--- src/rtl/writeback_unit_if.sv ---
// Bundle of signals between the write-back stage and its neighbours:
// execute result handshake, data-bus load return, register file write
// port, and the decode operand/hazard path.
//   master : execute / memory / decode side (drives *_i, observes *_o)
//   slave  : writeback_unit
interface writeback_unit_if #(
  parameter int unsigned REG_WIDTH      = 32,
  parameter int unsigned REG_ADDR_WIDTH = 5
);
  logic                      Ex_Valid_i;
  logic                      Ex_Ready_o;
  logic [REG_ADDR_WIDTH-1:0] Ex_Rd_i;
  logic                      Ex_Wb_i;
  logic [REG_WIDTH-1:0]      Ex_Data_i;
  logic                      Ex_IsLoad_i;
  logic [2:0]                Ex_LoadType_i;
  logic [1:0]                Ex_ByteOff_i;
  logic                      Mem_Ack_i;
  logic [REG_WIDTH-1:0]      Mem_Data_i;
  logic                      Rf_We_o;
  logic [REG_ADDR_WIDTH-1:0] Rf_Rd_o;
  logic [REG_WIDTH-1:0]      Rf_Data_o;
  logic [REG_ADDR_WIDTH-1:0] Ra_Sel_i;
  logic [REG_ADDR_WIDTH-1:0] Rb_Sel_i;
  logic [REG_WIDTH-1:0]      Ra_i;
  logic [REG_WIDTH-1:0]      Rb_i;
  logic [REG_WIDTH-1:0]      Ra_o;
  logic [REG_WIDTH-1:0]      Rb_o;
  logic                      Raw_Hazard_o;
  logic                      Load_Busy_o;

  modport master (
    output Ex_Valid_i, Ex_Rd_i, Ex_Wb_i, Ex_Data_i, Ex_IsLoad_i,
           Ex_LoadType_i, Ex_ByteOff_i, Mem_Ack_i, Mem_Data_i,
           Ra_Sel_i, Rb_Sel_i, Ra_i, Rb_i,
    input  Ex_Ready_o, Rf_We_o, Rf_Rd_o, Rf_Data_o, Ra_o, Rb_o,
           Raw_Hazard_o, Load_Busy_o
  );

  modport slave (
    input  Ex_Valid_i, Ex_Rd_i, Ex_Wb_i, Ex_Data_i, Ex_IsLoad_i,
           Ex_LoadType_i, Ex_ByteOff_i, Mem_Ack_i, Mem_Data_i,
           Ra_Sel_i, Rb_Sel_i, Ra_i, Rb_i,
    output Ex_Ready_o, Rf_We_o, Rf_Rd_o, Rf_Data_o, Ra_o, Rb_o,
           Raw_Hazard_o, Load_Busy_o
  );
endinterface

--- src/rtl/writeback_unit.sv ---
// Write-back stage of the Atom core. Accepts execute results over a
// valid/ready handshake, waits for load data, aligns/sign-extends loads
// and drives a registered register-file write. Reports RAW hazards to
// decode and, optionally, forwards the in-flight write onto operands.
// Ports:
//   Clk_i : clock, rising edge
//   Rst_i : synchronous active-high reset
//   bus   : writeback_unit_if.slave (execute, memory, rf write, decode)
// Build option:
//   WB_BYPASS_EN : forward Rf_Data_o onto Ra_o/Rb_o instead of stalling
//                  decode on a pending register-file write.
module writeback_unit #(
  parameter int unsigned REG_WIDTH      = 32,
  parameter int unsigned REG_ADDR_WIDTH = 5
) (
  input logic           Clk_i,
  input logic           Rst_i,
  writeback_unit_if.slave bus
);

  typedef enum logic {IDLE, LOAD_WAIT} state_t;

  state_t                    state_q, state_d;
  logic [REG_ADDR_WIDTH-1:0] pend_rd_q, pend_rd_d;
  logic                      pend_wb_q, pend_wb_d;
  logic [2:0]                pend_type_q, pend_type_d;
  logic [1:0]                pend_off_q, pend_off_d;
  logic                      we_q, we_d;
  logic [REG_ADDR_WIDTH-1:0] rd_q, rd_d;
  logic [REG_WIDTH-1:0]      data_q, data_d;

  logic [7:0]                ld_byte;
  logic [15:0]               ld_half;
  logic [REG_WIDTH-1:0]      ld_data;
  logic                      load_hz;

  always_ff @(posedge Clk_i) begin
    if (Rst_i) begin
      state_q     <= IDLE;
      pend_rd_q   <= '0;
      pend_wb_q   <= 1'b0;
      pend_type_q <= '0;
      pend_off_q  <= '0;
      we_q        <= 1'b0;
      rd_q        <= '0;
      data_q      <= '0;
    end else begin
      state_q     <= state_d;
      pend_rd_q   <= pend_rd_d;
      pend_wb_q   <= pend_wb_d;
      pend_type_q <= pend_type_d;
      pend_off_q  <= pend_off_d;
      we_q        <= we_d;
      rd_q        <= rd_d;
      data_q      <= data_d;
    end
  end

  // Load alignment: halves ignore off[0]; undefined funct3 acts as LW.
  always_comb begin
    ld_byte = '0;
    case (pend_off_q)
      2'd0:    ld_byte = bus.Mem_Data_i[7:0];
      2'd1:    ld_byte = bus.Mem_Data_i[15:8];
      2'd2:    ld_byte = bus.Mem_Data_i[23:16];
      default: ld_byte = bus.Mem_Data_i[31:24];
    endcase
    ld_half = pend_off_q[1] ? bus.Mem_Data_i[31:16] : bus.Mem_Data_i[15:0];
    case (pend_type_q)
      3'b000:  ld_data = {{(REG_WIDTH-8){ld_byte[7]}}, ld_byte};
      3'b001:  ld_data = {{(REG_WIDTH-16){ld_half[15]}}, ld_half};
      3'b100:  ld_data = {{(REG_WIDTH-8){1'b0}}, ld_byte};
      3'b101:  ld_data = {{(REG_WIDTH-16){1'b0}}, ld_half};
      default: ld_data = bus.Mem_Data_i;
    endcase
  end

  always_comb begin
    state_d     = state_q;
    pend_rd_d   = pend_rd_q;
    pend_wb_d   = pend_wb_q;
    pend_type_d = pend_type_q;
    pend_off_d  = pend_off_q;
    we_d        = 1'b0;
    rd_d        = rd_q;
    data_d      = data_q;
    case (state_q)
      IDLE: begin
        if (bus.Ex_Valid_i) begin
          if (bus.Ex_IsLoad_i) begin
            pend_rd_d   = bus.Ex_Rd_i;
            pend_wb_d   = bus.Ex_Wb_i;
            pend_type_d = bus.Ex_LoadType_i;
            pend_off_d  = bus.Ex_ByteOff_i;
            state_d     = LOAD_WAIT;
          end else begin
            we_d   = bus.Ex_Wb_i && (bus.Ex_Rd_i != '0);
            rd_d   = bus.Ex_Rd_i;
            data_d = bus.Ex_Data_i;
          end
        end
      end
      LOAD_WAIT: begin
        if (bus.Mem_Ack_i) begin
          we_d    = pend_wb_q && (pend_rd_q != '0);
          rd_d    = pend_rd_q;
          data_d  = ld_data;
          state_d = IDLE;
        end
      end
      default: state_d = IDLE;
    endcase
  end

  assign bus.Ex_Ready_o  = (state_q == IDLE);
  assign bus.Load_Busy_o = (state_q == LOAD_WAIT);
  assign bus.Rf_We_o     = we_q;
  assign bus.Rf_Rd_o     = rd_q;
  assign bus.Rf_Data_o   = data_q;

  assign load_hz = (state_q == LOAD_WAIT) && pend_wb_q && (pend_rd_q != '0) &&
                   ((pend_rd_q == bus.Ra_Sel_i) || (pend_rd_q == bus.Rb_Sel_i));

`ifdef WB_BYPASS_EN
  assign bus.Ra_o = (we_q && (rd_q == bus.Ra_Sel_i) && (bus.Ra_Sel_i != '0)) ? data_q : bus.Ra_i;
  assign bus.Rb_o = (we_q && (rd_q == bus.Rb_Sel_i) && (bus.Rb_Sel_i != '0)) ? data_q : bus.Rb_i;
  assign bus.Raw_Hazard_o = load_hz;
`else
  logic wr_hz;
  assign wr_hz = we_q && (rd_q != '0) &&
                 ((rd_q == bus.Ra_Sel_i) || (rd_q == bus.Rb_Sel_i));
  assign bus.Ra_o = bus.Ra_i;
  assign bus.Rb_o = bus.Rb_i;
  assign bus.Raw_Hazard_o = load_hz || wr_hz;
`endif

endmodule

--- src/flat_wrapper.sv ---
// flat-port wrapper written by rule: the top's interface ports become plain ports
module writeback_unit_flat 
#(
  parameter int unsigned REG_WIDTH      = 32,
  parameter int unsigned REG_ADDR_WIDTH = 5
)
  (Clk_i, Rst_i, bus_Ex_Valid_i, bus_Ex_Rd_i, bus_Ex_Wb_i, bus_Ex_Data_i, bus_Ex_IsLoad_i, bus_Ex_LoadType_i, bus_Ex_ByteOff_i, bus_Mem_Ack_i, bus_Mem_Data_i, bus_Ra_Sel_i, bus_Rb_Sel_i, bus_Ra_i, bus_Rb_i, bus_Ex_Ready_o, bus_Rf_We_o, bus_Rf_Rd_o, bus_Rf_Data_o, bus_Ra_o, bus_Rb_o, bus_Raw_Hazard_o, bus_Load_Busy_o);
  writeback_unit_if #(.REG_WIDTH(REG_WIDTH), .REG_ADDR_WIDTH(REG_ADDR_WIDTH)) bus_i ();
  input logic Clk_i;
  input logic Rst_i;
  input wire logic [$bits(bus_i.Ex_Valid_i)-1:0] bus_Ex_Valid_i;
  input wire logic [$bits(bus_i.Ex_Rd_i)-1:0] bus_Ex_Rd_i;
  input wire logic [$bits(bus_i.Ex_Wb_i)-1:0] bus_Ex_Wb_i;
  input wire logic [$bits(bus_i.Ex_Data_i)-1:0] bus_Ex_Data_i;
  input wire logic [$bits(bus_i.Ex_IsLoad_i)-1:0] bus_Ex_IsLoad_i;
  input wire logic [$bits(bus_i.Ex_LoadType_i)-1:0] bus_Ex_LoadType_i;
  input wire logic [$bits(bus_i.Ex_ByteOff_i)-1:0] bus_Ex_ByteOff_i;
  input wire logic [$bits(bus_i.Mem_Ack_i)-1:0] bus_Mem_Ack_i;
  input wire logic [$bits(bus_i.Mem_Data_i)-1:0] bus_Mem_Data_i;
  input wire logic [$bits(bus_i.Ra_Sel_i)-1:0] bus_Ra_Sel_i;
  input wire logic [$bits(bus_i.Rb_Sel_i)-1:0] bus_Rb_Sel_i;
  input wire logic [$bits(bus_i.Ra_i)-1:0] bus_Ra_i;
  input wire logic [$bits(bus_i.Rb_i)-1:0] bus_Rb_i;
  output wire logic [$bits(bus_i.Ex_Ready_o)-1:0] bus_Ex_Ready_o;
  output wire logic [$bits(bus_i.Rf_We_o)-1:0] bus_Rf_We_o;
  output wire logic [$bits(bus_i.Rf_Rd_o)-1:0] bus_Rf_Rd_o;
  output wire logic [$bits(bus_i.Rf_Data_o)-1:0] bus_Rf_Data_o;
  output wire logic [$bits(bus_i.Ra_o)-1:0] bus_Ra_o;
  output wire logic [$bits(bus_i.Rb_o)-1:0] bus_Rb_o;
  output wire logic [$bits(bus_i.Raw_Hazard_o)-1:0] bus_Raw_Hazard_o;
  output wire logic [$bits(bus_i.Load_Busy_o)-1:0] bus_Load_Busy_o;
  assign bus_i.Ex_Valid_i = bus_Ex_Valid_i;
  assign bus_i.Ex_Rd_i = bus_Ex_Rd_i;
  assign bus_i.Ex_Wb_i = bus_Ex_Wb_i;
  assign bus_i.Ex_Data_i = bus_Ex_Data_i;
  assign bus_i.Ex_IsLoad_i = bus_Ex_IsLoad_i;
  assign bus_i.Ex_LoadType_i = bus_Ex_LoadType_i;
  assign bus_i.Ex_ByteOff_i = bus_Ex_ByteOff_i;
  assign bus_i.Mem_Ack_i = bus_Mem_Ack_i;
  assign bus_i.Mem_Data_i = bus_Mem_Data_i;
  assign bus_i.Ra_Sel_i = bus_Ra_Sel_i;
  assign bus_i.Rb_Sel_i = bus_Rb_Sel_i;
  assign bus_i.Ra_i = bus_Ra_i;
  assign bus_i.Rb_i = bus_Rb_i;
  assign bus_Ex_Ready_o = bus_i.Ex_Ready_o;
  assign bus_Rf_We_o = bus_i.Rf_We_o;
  assign bus_Rf_Rd_o = bus_i.Rf_Rd_o;
  assign bus_Rf_Data_o = bus_i.Rf_Data_o;
  assign bus_Ra_o = bus_i.Ra_o;
  assign bus_Rb_o = bus_i.Rb_o;
  assign bus_Raw_Hazard_o = bus_i.Raw_Hazard_o;
  assign bus_Load_Busy_o = bus_i.Load_Busy_o;
  writeback_unit #(.REG_WIDTH(REG_WIDTH), .REG_ADDR_WIDTH(REG_ADDR_WIDTH)) u_core (.Clk_i(Clk_i), .Rst_i(Rst_i), .bus(bus_i));
endmodule
--- config.mk ---
export PLATFORM = sky130hd
export DESIGN_NAME = writeback_unit_flat
export DESIGN_NICKNAME = d
export VERILOG_FILES = /design/src/rtl/writeback_unit_if.sv /design/src/rtl/writeback_unit.sv /design/src/flat_wrapper.sv
export SDC_FILE = /design/constraint.sdc
export NUM_CORES = 1
export LEC_CHECK = 0
export CAP_MARGIN = 30
export CORE_MARGIN = 2
export CORE_UTILIZATION = 30
export CTS_BUF_LIST = sky130_fd_sc_hd__clkbuf_16
export DETAILED_ROUTE_END_ITERATION = 6
export PLACE_DENSITY = 0.77
export SYNTH_ARGS = -nofsm -noshare
export SYNTH_HDL_FRONTEND = slang
export SYNTH_SLANG_ARGS = --single-unit
--- constraint.sdc ---
create_clock -name Clk_i -period 2.4 [get_ports Clk_i]
set_clock_uncertainty 0.05 [all_clocks]
set_input_delay 0.24 -clock Clk_i [delete_from_list [all_inputs] [get_ports Clk_i]]
set_output_delay 0.24 -clock Clk_i [all_outputs]
set_load 0.05 [all_outputs]
**Yosys cells after proc, flatten, opt, wreduce, memory -nomap -nowiden**

Cells that the tools add are included.

- Register bits after elaboration: 50
- Memories: 0
- Word-level logic and storage cells: 57
- Bits of input ports: 154
- Bits in read-only memories: 0
- Latch bits: 0
- Bits in writable memories: 0
- Output and inout bits: 105

- Reduce and logical (&&, ||, !) cells: 17
- Bitwise operators: 1
- Shift-type cells: 0
- $add $sub $neg: 0
- Multiply operators: 0
- Div/mod/pow operators: 0
- Multiplexer cells: 19
- Equality and inequality tests: 12
- $lt $le $gt $ge: 0

Operator list:

| kind | count |
|---|---|
| 32-bit one-hot mux with 4 select lines | 1 |
| 32-bit two-way mux | 3 |
| 32-bit one-hot mux with 2 select lines | 1 |
| 8-bit one-hot mux with 3 select lines | 1 |
| 5-bit == test | 4 |
| 16-bit two-way mux | 1 |
| 5-bit two-way mux | 3 |
| 5-bit nonzero test | 3 |
| 5-bit one-hot mux with 2 select lines | 1 |
| 1-bit logical AND | 7 |
| 3-bit == test, second input constant | 2 |
| 1-bit two-way mux | 6 |
| 2-bit != test, second input constant | 3 |
| 3-bit AND reduction | 2 |
| 1-bit one-hot mux with 2 select lines | 2 |
| 3-bit by 1-bit == test with 1-bit output, second input constant | 1 |
| 3-bit zero test | 1 |
| 1-bit logical OR | 3 |
| 2-bit by 1-bit == test with 1-bit output, second input constant | 1 |
| 2-bit == test, second input constant | 1 |
| 2-bit zero test | 1 |
| 1-bit NOT | 1 |

**Depth between registers and ports, before layout**

- Depth in word-level cells: 5
- Mapped depth: 8
- Gate-level depth less buffers: 4

**Least setup slack after synthesis**

OpenSTA, ideal clock, no wires.

- Path kind: register to output
- Start: register u_core.state_q (netlist: u_core.bus.Load_Busy_o)
- End: output bus_Raw_Hazard_o
- Cell stages (with the launch flop): 5
- Setup slack: 38 ps
- Data arrival time: 2072 ps
- Required time: 2110 ps
- Path buffers: 2
- Cell sequence: dfxtp_1 > buf_2 > buf_1 > o211ai_1 > o22ai_1

- Cells in the longest elaborated chain, start to end: 4

Ends and longest elaborated chain:

| item | line | source |
|---|---|---|
| from (decl) | writeback_unit.sv:23 | `state_t state_q, state_d;` |
| from (signal assigned) | writeback_unit.sv:48 | `state_q <= state_d;` |
| 1-bit logical AND (3 in series) | writeback_unit.sv:121 | `assign load_hz = (state_q == LOAD_WAIT) && pend_wb_q && (pend_rd_q != '0) &&` |
| 1-bit logical OR | writeback_unit.sv:134 | `assign bus.Raw_Hazard_o = load_hz \|\| wr_hz;` |
| to (decl) | flat_wrapper.sv:30 | `output wire logic [$bits(bus_i.Raw_Hazard_o)-1:0] bus_Raw_Hazard_o;` |

No other way between the ends.

**Final worst setup path**

- Start: register u_core.pend_rd_q[1]
- End: output bus_Raw_Hazard_o

- Cells in the longest elaborated chain, start to end: 4
- Elaborated cells between the ends (all ways): 7
- Classes of those cells: 2 x eq/ne; 5 x reduce/logical

Ends and longest elaborated chain:

| item | line | source |
|---|---|---|
| from (decl) | writeback_unit.sv:24 | `logic [REG_ADDR_WIDTH-1:0] pend_rd_q, pend_rd_d;` |
| from (signal assigned) | writeback_unit.sv:49 | `pend_rd_q <= pend_rd_d;` |
| 5-bit == test or 5-bit nonzero test (tied branches) | writeback_unit.sv:122, writeback_unit.sv:121 |  |
| 1-bit logical OR or 1-bit logical AND (tied branches) | writeback_unit.sv:122, writeback_unit.sv:121 |  |
| 1-bit logical AND (*) | writeback_unit.sv:121 |  |
| 1-bit logical OR (*) | writeback_unit.sv:134 |  |

Every way passes the cells marked *; elsewhere a longest branch is shown, timed or not.

==> impl_metrics.yaml <==
run_status:
  outcome: "completed"
finish:
  nFillCells: 1131
  syn2layout_area_growth_pct: 31.9
  fin_nets: 608
  diodes: 0
  mostFrequentLayoutCells: "clkdlybuf4s50_1, dfxtp_1, nor2_1"
  drive_gt1_share_pct: 12.1
  multi_input_area_sq_um: 1810
  post_layout_nonfiller_instances: 597
  seqCellArea_sq_um: 1000
  final_common_cell: "clkdlybuf4s50_1"
setup_path:
  path_max_fanout: 5
  slowest_stage: "or4_1"
  crit_type: "flip-flop to primary output"
  r2r-start: "u_core.pend_off_q[1]"
  cp_cell_sequence: "or4_1 > o211ai_1 > o22ai_1 > buf_12"
  crit_path_max_incr_delay_ns: 0.56
  cp-end-kind: "primary output"
  crit_required_ns: 2.11
  regToRegSetupSlack_ns: 0.39
  cp-startpoint: "u_core.pend_rd_q[1]"
  cp-start-kind: "flip-flop"
  crit_arrival_ns: 1.77
  reg2reg_depth: 4
die:
  num_rows: 39
  ios: 259
  die_w_um: 112
  fp.dieH_um: 112
  start_util_pct: 30.7
  dieArea_sq_um: 12500
  core_sq_um: 11400
global_route:
  grt_pass1_wl_mm: 18.0
  grt_pass1_vias: 3372
  grt-ovfl-total: 0
  track_usage_pct: 18.1
  grt_use_met2_pct: 30.8
  grt_max_degree: 33
  grt_util_met3_pct: 4.75
  antenna_found_initial: 0
  busiest_layer: "met2"
  met1_usage_pct: 21.6
placed_design:
  dpl.hpwl_mm: 9.05
  gp_congestion: 0.846
  port-buffer-count: 130
  place_inst: 590
drt:
  viasPerCell: 5.41
  drt_wl_total_mm: 11.8
  route.detailed.drc: 0
  num_vias: 3230
  dr.pass1.iters: 4
  ant_nets: 0
  drt-initial-drc-count: 227
  wl_per_cell_um: 19.7
sta:
  fin_crit_sh_pct: 85.9
  finalHoldViolations: 0
  finalMaxSlewViolations: 0
  relSlewSlack_pct: 53.5
  setup_viol: 0
  worst_pin_slew_ns: 0.698
  setup_tns_ns: 0
  fin_crit_ns: 2.06
  rsz0062_at_grt: "no"
  max_freq_mhz: 485
power_and_ir_drop:
  total_power_mw: 2.57
  switchingPower_mw: 0.832
  pwr-share-seq_pct: 36.7
  switching_share_pct: 32.4
  leakagePower_nw: 1.66
  pwr-share-comb_pct: 32.3
  power.share.clock_pct: 31.0
  p_per_area_nw_per_um2: 556
  peakVddDrop_v: 0.000322
  p_int_mw: 1.73
clock_tree:
  cts_buffers: 5
  cts-root-buf: "clkbuf_16"
  htree_levels: 2
  cts_sinks: 50
  cts_setup_buffers: 0
  worstSkewPairLatency_ns: 0.29
  cts_hold_buf: 0
  cts_tree: "yes"
  clkSlewWorstSetupHoldPaths_ns: 0.07
  ctsLongestPathBuffers: 2
  post_cts_resized: 0
yosys:
  avgSynthCellArea_sq_um: 8.77
  netlist_area_sq_um: 3500
  yosysTopAreaCell: "dfxtp_1"
  synth_top_area_share_pct: 28.6
  syn_nets: 553
  synth_edf_count: 0
  synthArstFlopShare_pct: 0
  ys_types: 39
  yosysWarnings: 0
  synthFlopType: "dfxtp_1"
  synth_area_leaders: "dfxtp_1, buf_4, nor2_1"
  yosys_register_bits: 50
  syn_inst: 399
  synth-seq-area-share_pct: 28.6
job:
  drv_cap: 0
worst_hold_path:
  worstHoldPathType: "flip-flop to flip-flop"
  holdCritStartpoint: "u_core.bus.Rf_Data_o[26]"
  whs_path_depth: 2
worst paths after layout:
| kind | end |
|---|---|
| setup / recovery | bus_Raw_Hazard_o |
| hold / removal | u_core.bus.Rf_Data_o[26] |
| setup reg to reg | u_core.bus.Rf_Data_o[31] |
| hold reg to reg | u_core.bus.Rf_Data_o[26] |
routing by layer:
layer	up-vias	wire length, um	share of wire, %
li1	1497	-	-
met1	1524	4750	40
met2	170	5720	49
met3	39	920	7.8
met4	0	392	3.3
met5	-	0	0
power by group through the flow:
stage / Clock [mW] / Combinational (mW) / Sequential (mW)
after global routing: 0.840 / 0.876 / 0.950
after floorplan: 0 / 0.596 / 1.12
after detailed placement: 0 / 0.822 / 0.960
after global placement: 0 / 0.802 / 0.958
final: 0.796 / 0.828 / 0.942
after CTS: 0.802 / 0.824 / 0.941
critical path: cells and delay by family (launching register included):
family | cells | cell delay, ns
AOI/OAI and AO/OA | 2 | 0.39
buffers and inverters | 1 | 0.17
DFF | 1 | 0.36
and+or+nand+nor | 1 | 0.56
logic make-up after synthesis:
family / after synthesis / share of synthesized area, %
buffers and inverters: 113 / 19.8
AO/OA/AOI/OAI: 98 / 24.7
multiplexers: 34 / 10.9
flip-flops: 50 / 28.6
AND/OR/NAND/NOR: 84 / 11.0
XOR/XNOR: 20 / 5.00
state kept, by name, summed over array words and instances (netlist names):
signal,flops
u_core.pend_rd_q,5
u_core.bus.Rf_Data_o,32
u_core.bus.Load_Busy_o,1
u_core.pend_off_q,2
u_core.pend_type_q,3
u_core.bus.Rf_Rd_o,5
u_core.bus.Rf_We_o,1
u_core.pend_wb_q,1
synthesized netlist by cell type (2+ instances only):
cell type and number:
a22oi_1 10, dfxtp_1 50, o211ai_1 2, a221oi_1 14
buf_6 2, nor3b_1 2, nand2b_1 11, or4_1 3
buf_4 65, clkbuf_1 14, buf_1 5, buf_2 8
a211oi_1 13, mux2_4 2, a221oi_2 10, a21oi_1 9
o21ai_0 2, nor3_1 4, inv_1 18, mux2_2 15
o32ai_1 16, o221ai_1 14, nor2_1 47, mux2i_1 16
nand2_1 13, nand3b_1 2, xor2_1 20
layout make-up:
cell class	count	area share [%]
Inverter	18	1.46
Timing Repair Buffer	143	30.4
Multi-Input combinational cell	236	39.1
Clock inverter	2	0.732
Sequential cell	50	21.7
Tap cell	143	3.88
Clock buffer	5	2.71
stage by stage:
step / setup WS, ns / hold slack [ns] / util [%] / cell area (sq um)
floorplan: 0.0376 / 0.334 / - / 3500
global route: 0.233 / 0.430 / 40.4 / 4620
detailed placement: 0.192 / 0.405 / 39.0 / 4460
global placement: 0.348 / 0.394 / 39.0 / 4460
CTS: 0.304 / 0.413 / 40.4 / 4620
finish: 0.339 / 0.412 / 40.4 / 4620
Note: power is estimated with default switching activity, not from simulation.
==> RTL change: new RTL, same settings <==
`rd_q` and `data_q` no longer have a reset.
--- a/src/rtl/writeback_unit.sv
+++ b/src/rtl/writeback_unit.sv
@@ -43,6 +43,4 @@
       pend_off_q  <= '0;
       we_q        <= 1'b0;
-      rd_q        <= '0;
-      data_q      <= '0;
     end else begin
       state_q     <= state_d;
@@ -52,7 +50,10 @@
       pend_off_q  <= pend_off_d;
       we_q        <= we_d;
-      rd_q        <= rd_d;
-      data_q      <= data_d;
     end
+  end
+
+  always_ff @(posedge Clk_i) begin
+    rd_q   <= rd_d;
+    data_q <= data_d;
   end
 
Function: changed (Yosys sat finds a counterexample within 4 cycles, from zero or initial values and one cycle with Rst_i high).
==> RTL change against the unedited design <==
Total power shrank 4.2%. Final cell count down 7.2%. Utilization is essentially flat. Setup slack worse by 0.062 ns. Area after synthesis fell by 2.0%. Routed wire length decreased by 7.0%. Register-to-register slack worse by 0.11 ns. Cell area fell by 1.4%. Sequential cell count did not move. Critical path depth is 1 lower. Critical endpoint is now u_core.bus.Rf_Data_o[24]. Highest routed layer unchanged.
==> RTL change: results <==
set metrics [dict create \
    status "complete, no violations" \
    nFillCells 1091 \
    grt_start_max_net_pins 38 \
    synth_cell_types 40 \
    wl_met1_mm 4.08 \
    cpLargestDelayFamily "flip-flops" \
    root_buffer "clkbuf_16" \
    ir_worst_vdd_uv 563 \
    relSlewSlack_pct 50.8 \
    pre_cts_slack_ns 0.373 \
    timing.rr.start "u_core.pend_type_q[0]" \
    insertion_delay_ns 0.29 \
    drtIter0Drc 181 \
    arrival_ns 2.07 \
    syn_nets 504 \
    synthTopCellsByArea "edfxtp_1, buf_4, dfxtp_1" \
    grt_pass1_wl_mm 16.6 \
    crit_fanout 20 \
    reg2reg_to "u_core.bus.Rf_Data_o[24]" \
    seq_area_frac_synth_pct 40.0 \
    min_to "bus_Ra_o[20]" \
    vias_per_cell 5.17 \
    hold_viol_final 0 \
    synth_warnings 0 \
    grt_use_met1_pct 19.4 \
    grt_use_met2_pct 28.9 \
    top_layer_used "met4" \
    routabilityCongestion 0.879 \
    drive_gt1_share_pct 9.00 \
    grt_pass1_vias 2916 \
    gr-usage-met3_pct 6.67 \
    min_delay_path_depth 0 \
    p_leak_nw 1.70 \
    cts_made_buffers 5 \
    grt.total_usage_pct 17.3 \
    port_buffers 130 \
    largest_reg_flops 32 \
    synth-edff-count 37 \
    dp_hpwl_mm 8.59 \
    hp-class "input port to output pin" \
    yosys-top-cells-count "buf_4, edfxtp_1, a21oi_1" \
    wire_per_inst_um 19.8 \
    cpPeakStageDelay_ns 0.80 \
    route.met2.wl_mm 5.23 \
    synthFlopType "edfxtp_1" \
    slowest_stage "dfxtp_1" \
    wl_met3_mm 1.28 \
    hp-start "bus_Ra_i[20]" \
    reg2reg_depth 3 \
    nNetsFinal 564 \
    r2r_slack_ns 0.28 \
]
-- RTL change: cell families after synthesis --
kind of cell	after synthesis	share of synthesized area (%)
compound gates	93	17.1
xor+xnor	20	5.10
buf+inv	89	17.9
flops	50	40.0
mux	27	8.35
simple gates	71	11.6
-- RTL change: metrics by stage --
step                power (mW)  hold slack, ns  instances  cell area [um2]
global route              2.56           0.430        554             4550
CTS                       2.47           0.430        554             4550
detailed placement        1.74           0.430        546             4400
finish                    2.46           0.430        554             4550
global placement          1.73           0.430        546             4400
floorplan                 1.71           0.259        350             3430
-- RTL change: area by class of cell --
cell class | count | share of cell area, %
inverters | 5 | 0.412
repair buffers | 137 | 30.4
clock inverters | 3 | 0.632
well taps | 143 | 3.93
flip-flops and latches | 50 | 30.1
multi-input cells | 211 | 31.8
clock buffers | 5 | 2.75
-- RTL change: worst max-delay path by stage --
stage | start | to | slack, ns | cells after the start
5_1_grt | u_core.pend_type_q[0] | u_core.bus.Rf_Data_o[19] | 0.18 | 3
2_1_floorplan | u_core.bus.Load_Busy_o | u_core.bus.Rf_Data_o[0] | 0.03 | 3
6_report | u_core.pend_type_q[0] | u_core.bus.Rf_Data_o[24] | 0.28 | 3
4_1_cts | u_core.pend_rd_q[0] | bus_Raw_Hazard_o | 0.32 | 4
3_3_place_gp | bus_Mem_Data_i[23] | u_core.bus.Rf_Data_o[16] | 0.44 | 5
3_5_place_dp | u_core.pend_type_q[0] | u_core.bus.Rf_Data_o[24] | 0.37 | 3
-- RTL change: where the power goes --
| group | total, mW | leakage (nW) | switching, mW | internal, mW |
|---|---|---|---|---|
| clock network | 0.737 | 0.0763 | 0.337 | 0.400 |
| logic | 0.683 | 1.16 | 0.374 | 0.309 |
| registers | 1.04 | 0.456 | 0.0387 | 0.999 |
| total | 2.46 | 1.70 | 0.749 | 1.71 |
